--- src/rtl/ptmu_mm.sv ---
// Multi-modulation payload tone map unit: packs the serial payload stream into
// 1/2/4/6-bit sub-carrier groups with ready/valid output and zero-pad flush.
module ptmu_mm #(
    parameter int unsigned MAX_BITS = 6,
    parameter int unsigned SC_NUM   = 224,
    parameter int unsigned SC_W     = 8
) (
    input  logic                clk,
    input  logic                rst,
    input  logic [1:0]          mod_sel,
    input  logic                di,
    input  logic                di_vld,
    output logic                di_rdy,
    input  logic                flush,
    // "do" is a reserved word, so the grouped-bit output is do_data
    output logic [MAX_BITS-1:0] do_data,
    output logic                do_vld,
    input  logic                do_rdy,
    output logic [SC_W-1:0]     do_sc_idx,
    output logic                do_sym_end,
    output logic                busy
);

    localparam int unsigned CW = $clog2(MAX_BITS + 1);

    typedef enum logic [1:0] {
        IDLE    = 2'd0,
        COLLECT = 2'd1,
        PAD     = 2'd2
    } state_t;

    state_t              state;
    state_t              state_nxt;
    logic [MAX_BITS-1:0] sr;
    logic [CW-1:0]       bit_cnt;
    logic [SC_W-1:0]     sc_cnt;
    logic [CW-1:0]       g_lat;

    logic                slot_free;
    logic                acc;
    logic                sym_start;
    logic [CW-1:0]       g_eff;
    logic                grp_done;
    logic                last_sc;
    logic                pad_emit;
    logic                emit;
    logic                flush_go;
    logic [MAX_BITS-1:0] sr_next;

    function automatic logic [CW-1:0] grp_size(input logic [1:0] sel);
        case (sel)
            2'd0:    return CW'(1);
            2'd1:    return CW'(2);
            2'd2:    return CW'(4);
            default: return CW'(6);
        endcase
    endfunction

    // State register
    always_ff @(posedge clk or posedge rst) begin
        if (rst) state <= IDLE;
        else     state <= state_nxt;
    end

    // Next-state logic
    always_comb begin
        state_nxt = state;
        case (state)
            IDLE: begin
                if (flush_go)                          state_nxt = PAD;
                else if (acc && !(grp_done && last_sc)) state_nxt = COLLECT;
            end
            COLLECT: begin
                if (flush_go)                 state_nxt = PAD;
                else if (grp_done && last_sc) state_nxt = IDLE;
            end
            PAD: begin
                if (pad_emit && last_sc) state_nxt = IDLE;
            end
            default: state_nxt = IDLE;
        endcase
    end

    // Handshake and emission decode; group size is taken live from mod_sel on
    // the first bit of a symbol so a 1-bit group can complete immediately
    always_comb begin
        busy      = (bit_cnt != '0) || (sc_cnt != '0) || (state == PAD);
        slot_free = !do_vld || do_rdy;
        di_rdy    = (state != PAD) && slot_free;
        acc       = di_vld && di_rdy;
        sym_start = (sc_cnt == '0) && (bit_cnt == '0);
        g_eff     = sym_start ? grp_size(mod_sel) : g_lat;
        grp_done  = acc && (bit_cnt == g_eff - CW'(1));
        last_sc   = (sc_cnt == SC_W'(SC_NUM - 1));
        pad_emit  = (state == PAD) && slot_free;
        emit      = grp_done || pad_emit;
        sr_next   = sr | (MAX_BITS'(di) << bit_cnt);
        // a flush that lands with the symbol's final group has nothing to pad
        flush_go  = flush && busy && (state != PAD) && !(grp_done && last_sc);
    end

    // Datapath: shift register, counters and the single-entry output slot
    always_ff @(posedge clk or posedge rst) begin
        if (rst) begin
            sr         <= '0;
            bit_cnt    <= '0;
            sc_cnt     <= '0;
            g_lat      <= '0;
            do_data    <= '0;
            do_vld     <= 1'b0;
            do_sc_idx  <= '0;
            do_sym_end <= 1'b0;
        end else begin
            if (acc && sym_start) g_lat <= grp_size(mod_sel);
            if (emit) begin
                do_data    <= grp_done ? sr_next : sr;
                do_vld     <= 1'b1;
                do_sc_idx  <= sc_cnt;
                do_sym_end <= last_sc;
                sr         <= '0;
                bit_cnt    <= '0;
                sc_cnt     <= last_sc ? '0 : sc_cnt + SC_W'(1);
            end else begin
                if (do_rdy) do_vld <= 1'b0;
                if (acc) begin
                    sr      <= sr_next;
                    bit_cnt <= bit_cnt + CW'(1);
                end
            end
        end
    end

endmodule

--- config.mk ---
export PLATFORM = sky130hd
export DESIGN_NAME = ptmu_mm
export DESIGN_NICKNAME = d
export VERILOG_FILES = /design/src/rtl/ptmu_mm.sv
export SDC_FILE = /design/constraint.sdc
export NUM_CORES = 1
export LEC_CHECK = 0
export ABC_CLOCK_PERIOD_IN_PS = 4100
export CAP_MARGIN = 10
export CORE_ASPECT_RATIO = 1.2
export CORE_MARGIN = 4
export CORE_UTILIZATION = 40
export CTS_CLUSTER_DIAMETER = 100
export DETAILED_ROUTE_END_ITERATION = 7
export DONT_BUFFER_PORTS = 1
export PLACE_DENSITY = 0.53
export SYNTH_ARGS = -nofsm -noshare
export SYNTH_HDL_FRONTEND = slang
export SYNTH_SLANG_ARGS = --single-unit
--- constraint.sdc ---
create_clock -name clk -period 4.1 [get_ports clk]
set_input_delay 0.615 -clock clk [delete_from_list [all_inputs] [get_ports clk]]
set_output_delay 0.615 -clock clk [all_outputs]
set_load 0.02 [all_outputs]
; Word level (Yosys, flattened, before mapping)
; Index checks and enable logic that the tools add are counted.
[word_totals]
register_bits = 38
latch_bits = 0
mem_bits_rw = 0
rom_bits = 0
input_bits = 8
out_inout_bits = 18
word_cells = 67
mem_count = 0
[classes]
add_sub_neg = 3
mul = 0
div_mod_pow = 0
order_cmp = 0
n_eq_ne = 10
shift = 1
mux = 16
n_bitwise = 1
n_reduce_logical = 27
[op_table]
columns = operator, n
row1 = 2-to-1 mux 6 bit, 3
row2 = logical AND 1 bit, 12
row3 = 2-to-1 mux 2 bit, 5
row4 = 2-to-1 mux 3 bit, 3
row5 = one-hot mux 3 bit (3 select lines), 1
row6 = adder 8 x 1 -> 8 bit (second input constant), 1
row7 = == test 8 bit (second input constant), 1
row8 = zero test 8 bit, 1
row9 = 2-to-1 mux 8 bit, 1
row10 = nonzero test 8 bit, 1
row11 = inequality test 3 bit (second input constant), 2
row12 = OR 6 bit, 1
row13 = one-hot mux 2 bit (3 select lines), 1
row14 = << shifter 1 x 3 -> 6 bit, 1
row15 = == test 2 x 1 -> 1 bit (second input constant), 2
row16 = == test 2 bit (second input constant), 2
row17 = zero test 2 bit, 2
row18 = logical OR 1 bit, 4
row19 = inequality test 2 bit (second input constant), 2
row20 = nonzero test 2 bit, 2
row21 = adder 3 x 1 -> 3 bit (second input constant), 1
row22 = == test 3 bit, 1
row23 = zero test 3 bit, 1
row24 = AND reduction 3 bit, 1
row25 = other kinds (4), 6

; Logic depth before layout (Yosys ltp)
; Gate-level depths: netlist of the first run.
[depth]
word_depth = 12
depth_mapped = 13
mapped_depth_nobuf = 11

; Worst setup path after synthesis of the first run
; Ideal clock, no wire load.
[synth_path]
kind = register to register
start = reg bit_cnt[0]
end = reg do_sym_end
setup_time_ps = 125
arrival_time_ps = 3032
required_ps = 3975
slack_ps = 943
path_stages_with_launch = 13
path_buffers = 1
period_less_slack_ps = 3157
cell_sequence = dfrtp_1 -> buf_1 -> inv_1 -> ha_1 -> and4bb_2 -> nand4_1 -> and2_1 -> ha_1 -> xor2_1 -> and3_2 -> a2111o_1 -> nand2_2 -> mux2_2
[synth_between]
elab_chain_cells = 7
[synth_lines]
columns = element, line_no
row1 = "start, declared", 35  ; logic [CW-1:0] bit_cnt;
row2 = "start signal, assigned", 127  ; bit_cnt <= bit_cnt + CW'(1);
row3 = zero test 3 bit, 91  ; sym_start = (sc_cnt == '0) && (bit_cnt == '0);
row4 = logical AND 1 bit, 91
row5 = 2-to-1 mux 3 bit, 92  ; g_eff = sym_start ? grp_size(mod_sel) : g_lat;
row6 = subtractor 3 x 1 -> 3 bit, 93  ; grp_done = acc && (bit_cnt == g_eff - CW'(1));
row7 = == test 3 bit *, 93
row8 = logical AND 1 bit *, 93
row9 = logical OR 1 bit *, 96  ; emit = grp_done || pad_emit;
row10 = "end signal, assigned", 119  ; do_sym_end <= last_sc;
row11 = "end, declared", 20  ; output logic do_sym_end,
; Mark *: on every way between the ends. The rest lies on a longest branch, timed or not.
; A chain may end at the register's enable or synchronous reset.

; Worst setup path in the final report of the first run
; Ends and elaborated chain as after synthesis.

==> qor.csv, run 1 <==
metric,value,unit
"commonest non-fill, non-tap cell in the layout",dfrtp_1,
Synth top area share,47.71,%
clock share of power,21.1,%
critical path arrival,3800,ps
I/O Buffers,0,
most frequent cells in the layout,"dfrtp_1 (38), nor2_1 (16), a21oi_1 (15), nand2_1 (11), mux2_2 (11)",
Clock Tree Buf Depth,2,
CTS Hold Buffers Added,0,
Worst Path Required,4270,ps
nets,206,
antenna violations before repair,0,
leakage,0.0008811,µW
ratio of cells with drive above 1 in the final layout,15.98,%
XOR/XNOR Fraction of Synth Area,2.637,%
Post-synth EDFFs,0,
pin count of the biggest net entering global routing,39,
Pre-Repair DR Iteration Count,4,
Worst-Skew Late Latency,280,ps
CTS tree,built,
Comb pwr share,25.0,%
critical path launch point type,flop,
Worst-Margin Slew,843.5,ps
post-synthesis cell count,192,
Power per Cell Area,574.2,nW/µm²
mux share of post-synthesis cell area,6.717,%
Synth Area per Inst,10.38,µm²
largest area contributor in the netlist,dfrtp_1,
number of antenna diodes,0,
DRC,0,
IO Count,26,
period utilization,88.64,%
post-CTS sizing,0,
Wirelength per Cell,17.33,µm
# setup viols final,0,
chip width,72.44,µm
Seq cells post-synth,38,
P&R area growth vs syn,6.089,%
final slew viol count,0,
simple-gate portion of the synthesized area,20.53,%
"most used cell, CP",ha_1,
critical path cell sequence,inv_1 > ha_1 > and4bb_2 > nand3_1 > mux2i_1 > ha_1 > xor2_1 > and3_2 > a2111o_1 > nand2_2 > mux2_2,
Crit Path Category,reg -> reg,
CP max-delay cell,dfrtp_1,
htree depth,2,
Int Pwr,744.4,µW
syn nets,205,
main combinational cell family by area after synthesis,simple AND/OR/NAND/NOR gates,
endpoints failing hold,0,
core area,4696,µm²
postcts setup bufs,0,
Sw Ratio,38.69,%
"Cell Area, Synth",1993,µm²
# clock sinks,38,
RSZ-0062 raised after global routing,no,
die area,6181,µm²
Fin Setup TNS,0,ps
worst hold slack,329.2,ps
CTS root buf,clkbuf_8,
CTS Buf Count,5,
vias in the first global route,1518,
Seq pwr share,53.9,%
die height,85.33,µm
Yosys Warn Count,0,
Clock transition at path regs,70,ps
ys flop type,dfrtp_1,
routed vias/inst,5.821,
DR iter-0 viols,63,
worst hold path class,in -> async,
first-pass GRT wire length,7603,µm
worst clock skew,4.837,ps
post-synthesis sequential area ratio,47.71,%
initial core utilization,42.45,%
number of max-cap violations,0,
worst path buffer plus inverter count,1,
row count,27,
Peak supply drop,291.4,µV
GRT overflow,0,
Final ANT Viol Nets,0,
GRT Util Overall,15.73,%
status,finished clean,
Netlist cell types,45,
DP Wirelength,3283,µm
CP peak stage delay,620,ps
max frequency,275.2,MHz
fraction of registers with async set/reset,100.0,%
post-layout min period,3634,ps
Post-Synth Adder-Cell Area,3.139,%
fillers,429,
GPL Wtd Cong,0.8963,
critical path's top delay family,simple AND/OR/NAND/NOR gates,
final wirelength,4366,µm
sw power,469.7,µW
Synth area leaders,"dfrtp_1 (48%), mux2_2 (6.2%), a21oi_1 (3.8%)",
Crit. End Element,flop,
via count,1467,
Compound-Gate Fraction of Synth Area,15.07,%
Slew headroom,43.33,%
critical path peak fanout,19,
through the flow:
stage                     instances  power, µW  util [%]  worst slack, ps  area, µm²
final                           252       1214     45.03            465.6       2115
after global routing            252       1309     45.03            290.9       2115
after CTS                       252       1231     45.03            494.2       2115
after detailed placement        244      967.7     43.09            507.0       2023
after global placement          244      959.4     43.09            646.1       2023
after floorplan                 192      897.1         -            942.9       1993
worst register-to-register path: stages (launching register included):
cell      delay, ps
dfrtp_1         620
inv_1           160
ha_1            280
and4bb_2        280
nand3_1         180
mux2i_1         240
ha_1            190
xor2_1           80
and3_2          230
a2111o_1        540
nand2_2         340
mux2_2          380
path summary, 6_finish.rpt:
path,slack (ps),to,depth (start not counted),start
setup / recovery,470,do_sym_end,11,bit_cnt[0]
hold / removal,330,bit_cnt[1],2,rst
max in group asynchronous,3430,sc_cnt[3],2,rst
hold reg to reg,500,sr[5],2,sr[5]
setup reg to reg,470,do_sym_end,11,bit_cnt[0]
min in group clk,450,state[0],1,flush
layer usage:
metal  track usage (%)  wire [µm]  vias up
li1                  -          -      689
met1             19.27       1902      740
met2             25.52       2169       36
met3             5.687        267        2
met4             5.201         27        0
met5                 0          0        -
sequential cells by signal, summed over array words and instances (netlist names):
signal and count:
do_data 6, g_lat 3, sc_cnt 8, state 2, bit_cnt 3, do_vld 1
do_sc_idx 8, do_sym_end 1, sr 6
power by group through the flow:
| stage | Sequential [µW] | Clock, µW | Combinational, µW |
|---|---|---|---|
| 5_1_grt | 674 | 290 | 345 |
| 3_3_place_gp | 662 | 0 | 297 |
| 2_1_floorplan | 618 | 0 | 279 |
| 4_1_cts | 657 | 267 | 307 |
| 3_5_place_dp | 664 | 0 | 304 |
| 6_report | 654 | 256 | 304 |
cells in the mapped netlist, types with 4 or more instances:
cell type and n:
nand2_1 11, a31oi_1 9, o21ai_0 9, nor2_1 16, nor3_1 9, mux2_2 11
ha_1 5, inv_1 7, nand3_1 7, and2_1 4, dfrtp_1 38, a21oi_1 15
final cells by class:
cell class	instances	area, µm²	area share [%]
Tap cell	58	72.57	3.432
Timing Repair Buffer	2	15.01	0.7101
Clock inverter	1	5.005	0.2367
Inverter	7	26.28	1.243
Sequential cell	38	950.9	44.97
Clock buffer	7	86.33	4.083
Multi-Input combinational cell	139	958.4	45.33
kinds of logic (layout without fill, tap and decap cells):
logic type	after synthesis	after routing
compound gates	44	44
mux	12	12
buf+inv	15	17
fa+ha+maj	5	5
xor+xnor	6	6
flops	38	38
simple gates	72	72
(Power assumes the default switching activity.)
==> inputs of run 2 (changes only) <==
- CAP_MARGIN: 10 -> unset
==> results of run 2 <==
Same layout as run 1: the final DEF is identical, and so are final timing and power.
==> inputs of run 3 (changes only) <==
- ABC_CLOCK_PERIOD_IN_PS: 4100 -> 3150
- PLACE_DENSITY: 0.53 -> 0.55
- clock period: 4.1 -> 3.15 ns (I/O delays scaled with it)
==> run 3 against run 2 <==
Sequential share of layout area decreased by 2.8 points; critical path depth increased by 1; clock skew increased by 5.6 ps; combinational power increased by 63%; register-to-register slack got worse by 360 ps; hold slack got worse by 150 ps; largest cell class unchanged.
==> qor.csv, run 3 (synthesis gave the netlist of run 1 again) <==
metric,value,unit,change
critical path launch point type,flop,,unchanged
Peak supply drop,430.3,µV,was 291.4 µV
status,finished clean,,unchanged
nets,219,,was 206
Pre-Repair DR Iteration Count,4,,unchanged
chip width,72.44,µm,unchanged
worst hold path class,in -> async,,unchanged
leakage,0.0009429,µW,was 0.0008811 µW
row count,27,,unchanged
post-layout min period,3040,ps,was 3634 ps
DP Wirelength,3384,µm,was 3283 µm
final slew viol count,0,,unchanged
Wirelength per Cell,17.76,µm,was 17.33 µm
Fin Setup TNS,0,ps,unchanged
CTS Hold Buffers Added,0,,unchanged
CTS tree,built,,unchanged
period utilization,96.51,%,was 88.64%
"commonest non-fill, non-tap cell in the layout",dfrtp_1,,unchanged
Power per Cell Area,734.6,nW/µm²,was 574.2 nW/µm²
placed cell areas,2076,µm²,was 2023 µm²
Slew headroom,41.00,%,was 43.33%
Multi-input gate area,1003,µm²,was 958.4 µm²
wire length on met2,2455,µm,was 2169 µm
worst hold slack,179.8,ps,was 329.2 ps
critical path arrival,3210,ps,was 3800 ps
pin count of the biggest net entering global routing,39,,unchanged
Crit. End Element,flop,,unchanged
routed vias/inst,5.800,,was 5.821
P&R area growth vs syn,13.18,%,was 6.089%
Total Power,1657,µW,was 1214 µW
max frequency,328.9,MHz,was 275.2 MHz
final wirelength,4706,µm,was 4366 µm
first-pass GRT wire length,7769,µm,was 7603 µm
Worst-Margin Slew,878.3,ps,was 843.5 ps
max layer used,met4,,unchanged
met3 WL,254,µm,was 267 µm
ratio of cells with drive above 1 in the final layout,27.54,%,was 15.98%
via count,1537,,was 1467
CTS root buf,clkbuf_8,,unchanged
DR iter-0 viols,90,,was 63
vias in the first global route,1581,,was 1518
Clock Tree Buf Depth,2,,unchanged
DRC,0,,unchanged
die area,6181,µm²,unchanged
antenna violations before repair,0,,unchanged
worst clock skew,10.41,ps,was 4.837 ps
core area,4696,µm²,unchanged
Final ANT Viol Nets,0,,unchanged
critical path peak fanout,4,,was 19
# clock sinks,38,,unchanged
fillers,427,,was 429
# setup viols final,0,,unchanged
CTS Buf Count,5,,unchanged
htree depth,2,,unchanged
die height,85.33,µm,unchanged
GRT overflow,0,,unchanged
GRT Util Overall,15.87,%,was 15.73%
FF/Latch Area,950.9,µm²,unchanged
initial core utilization,42.45,%,unchanged
Crit Path Category,reg -> reg,,unchanged
Worst Path Required,3320,ps,was 4270 ps
wire length on met1,1972,µm,was 1902 µm
endpoints failing hold,0,,unchanged
number of max-cap violations,0,,unchanged
IO Count,26,,unchanged
most frequent cells in the layout,"dfrtp_1 (38), nor2_1 (16), a21oi_1 (14), buf_4 (14), mux2_2 (11)",,"was dfrtp_1 (38), nor2_1 (16), a21oi_1 (15), nand2_1 (11), mux2_2 (11)"
cell area after layout,2256,µm²,was 2115 µm²
number of antenna diodes,0,,unchanged
I/O Buffers,0,,unchanged
Regs by FF count,"do_sc_idx: 8 flops, sc_cnt: 8 flops",,unchanged
Worst-Skew Late Latency,280,ps,about the same
GPL Wtd Cong,0.8625,,was 0.8963
Clock transition at path regs,80,ps,was 70 ps
run 3: power breakdown:
group	leakage, µW	internal (µW)	switching, µW
registers	0.000474	613	219
clock network	0.0000452	156	172
logic	0.000424	230	267
run 3: critical path, cell delays in order (launching register included):
cell	delay, ps
dfrtp_1	410
inv_2	80
ha_2	180
buf_4	110
nand4bb_4	120
o31ai_4	300
and2_4	220
ha_4	200
xor2_1	170
nand2_2	110
a2111o_1	500
a21oi_2	180
mux2_2	340
run 3: final cells by class:
type / instances / share of cell area, %
inverters: 7 / 1.165
clock buffers: 6 / 3.217
clock inverters: 2 / 0.6101
repair buffers: 15 / 5.158
multi-input cells: 139 / 44.48
well taps: 58 / 3.217
flip-flops and latches: 38 / 42.15
run 3: timing repair:
item                                    4_1_cts  5_1_grt
pin swaps                                     1        6
setup buffers                                 0        6
endpoints found under the hold margin         0        0
gates resized for setup                       1       14
endpoints found under the setup margin        2       28
run 3: stage by stage:
stage / worst slack, ps / cells / util [%]
finish: 110.0 / 265 / 48.04
global route: -4.941 / 265 / 48.04
CTS: 21.13 / 259 / 46.10
detailed placement: -4.646 / 251 / 44.20
global placement: 89.88 / 251 / 44.20
floorplan: 34.08 / 192 / -
run 3: path summary, 6_finish.rpt:
path	startpoint	end	slack, ps	depth (start not counted)
max	sc_cnt[0]	sc_cnt[5]	110	12
min	rst	sr[3]	180	2
max reg2reg	sc_cnt[0]	sc_cnt[5]	110	12
min reg2reg	sr[5]	sr[5]	510	2
max in group asynchronous	rst	g_lat[1]	2620	2
min in group clk	flush	state[0]	300	1
run 3: metal layers:
metal | up-vias | track usage, %
li1 | 721 | -
met1 | 784 | 19.55
met2 | 30 | 26.35
met3 | 2 | 4.976
met4 | 0 | 4.866
met5 | - | 0
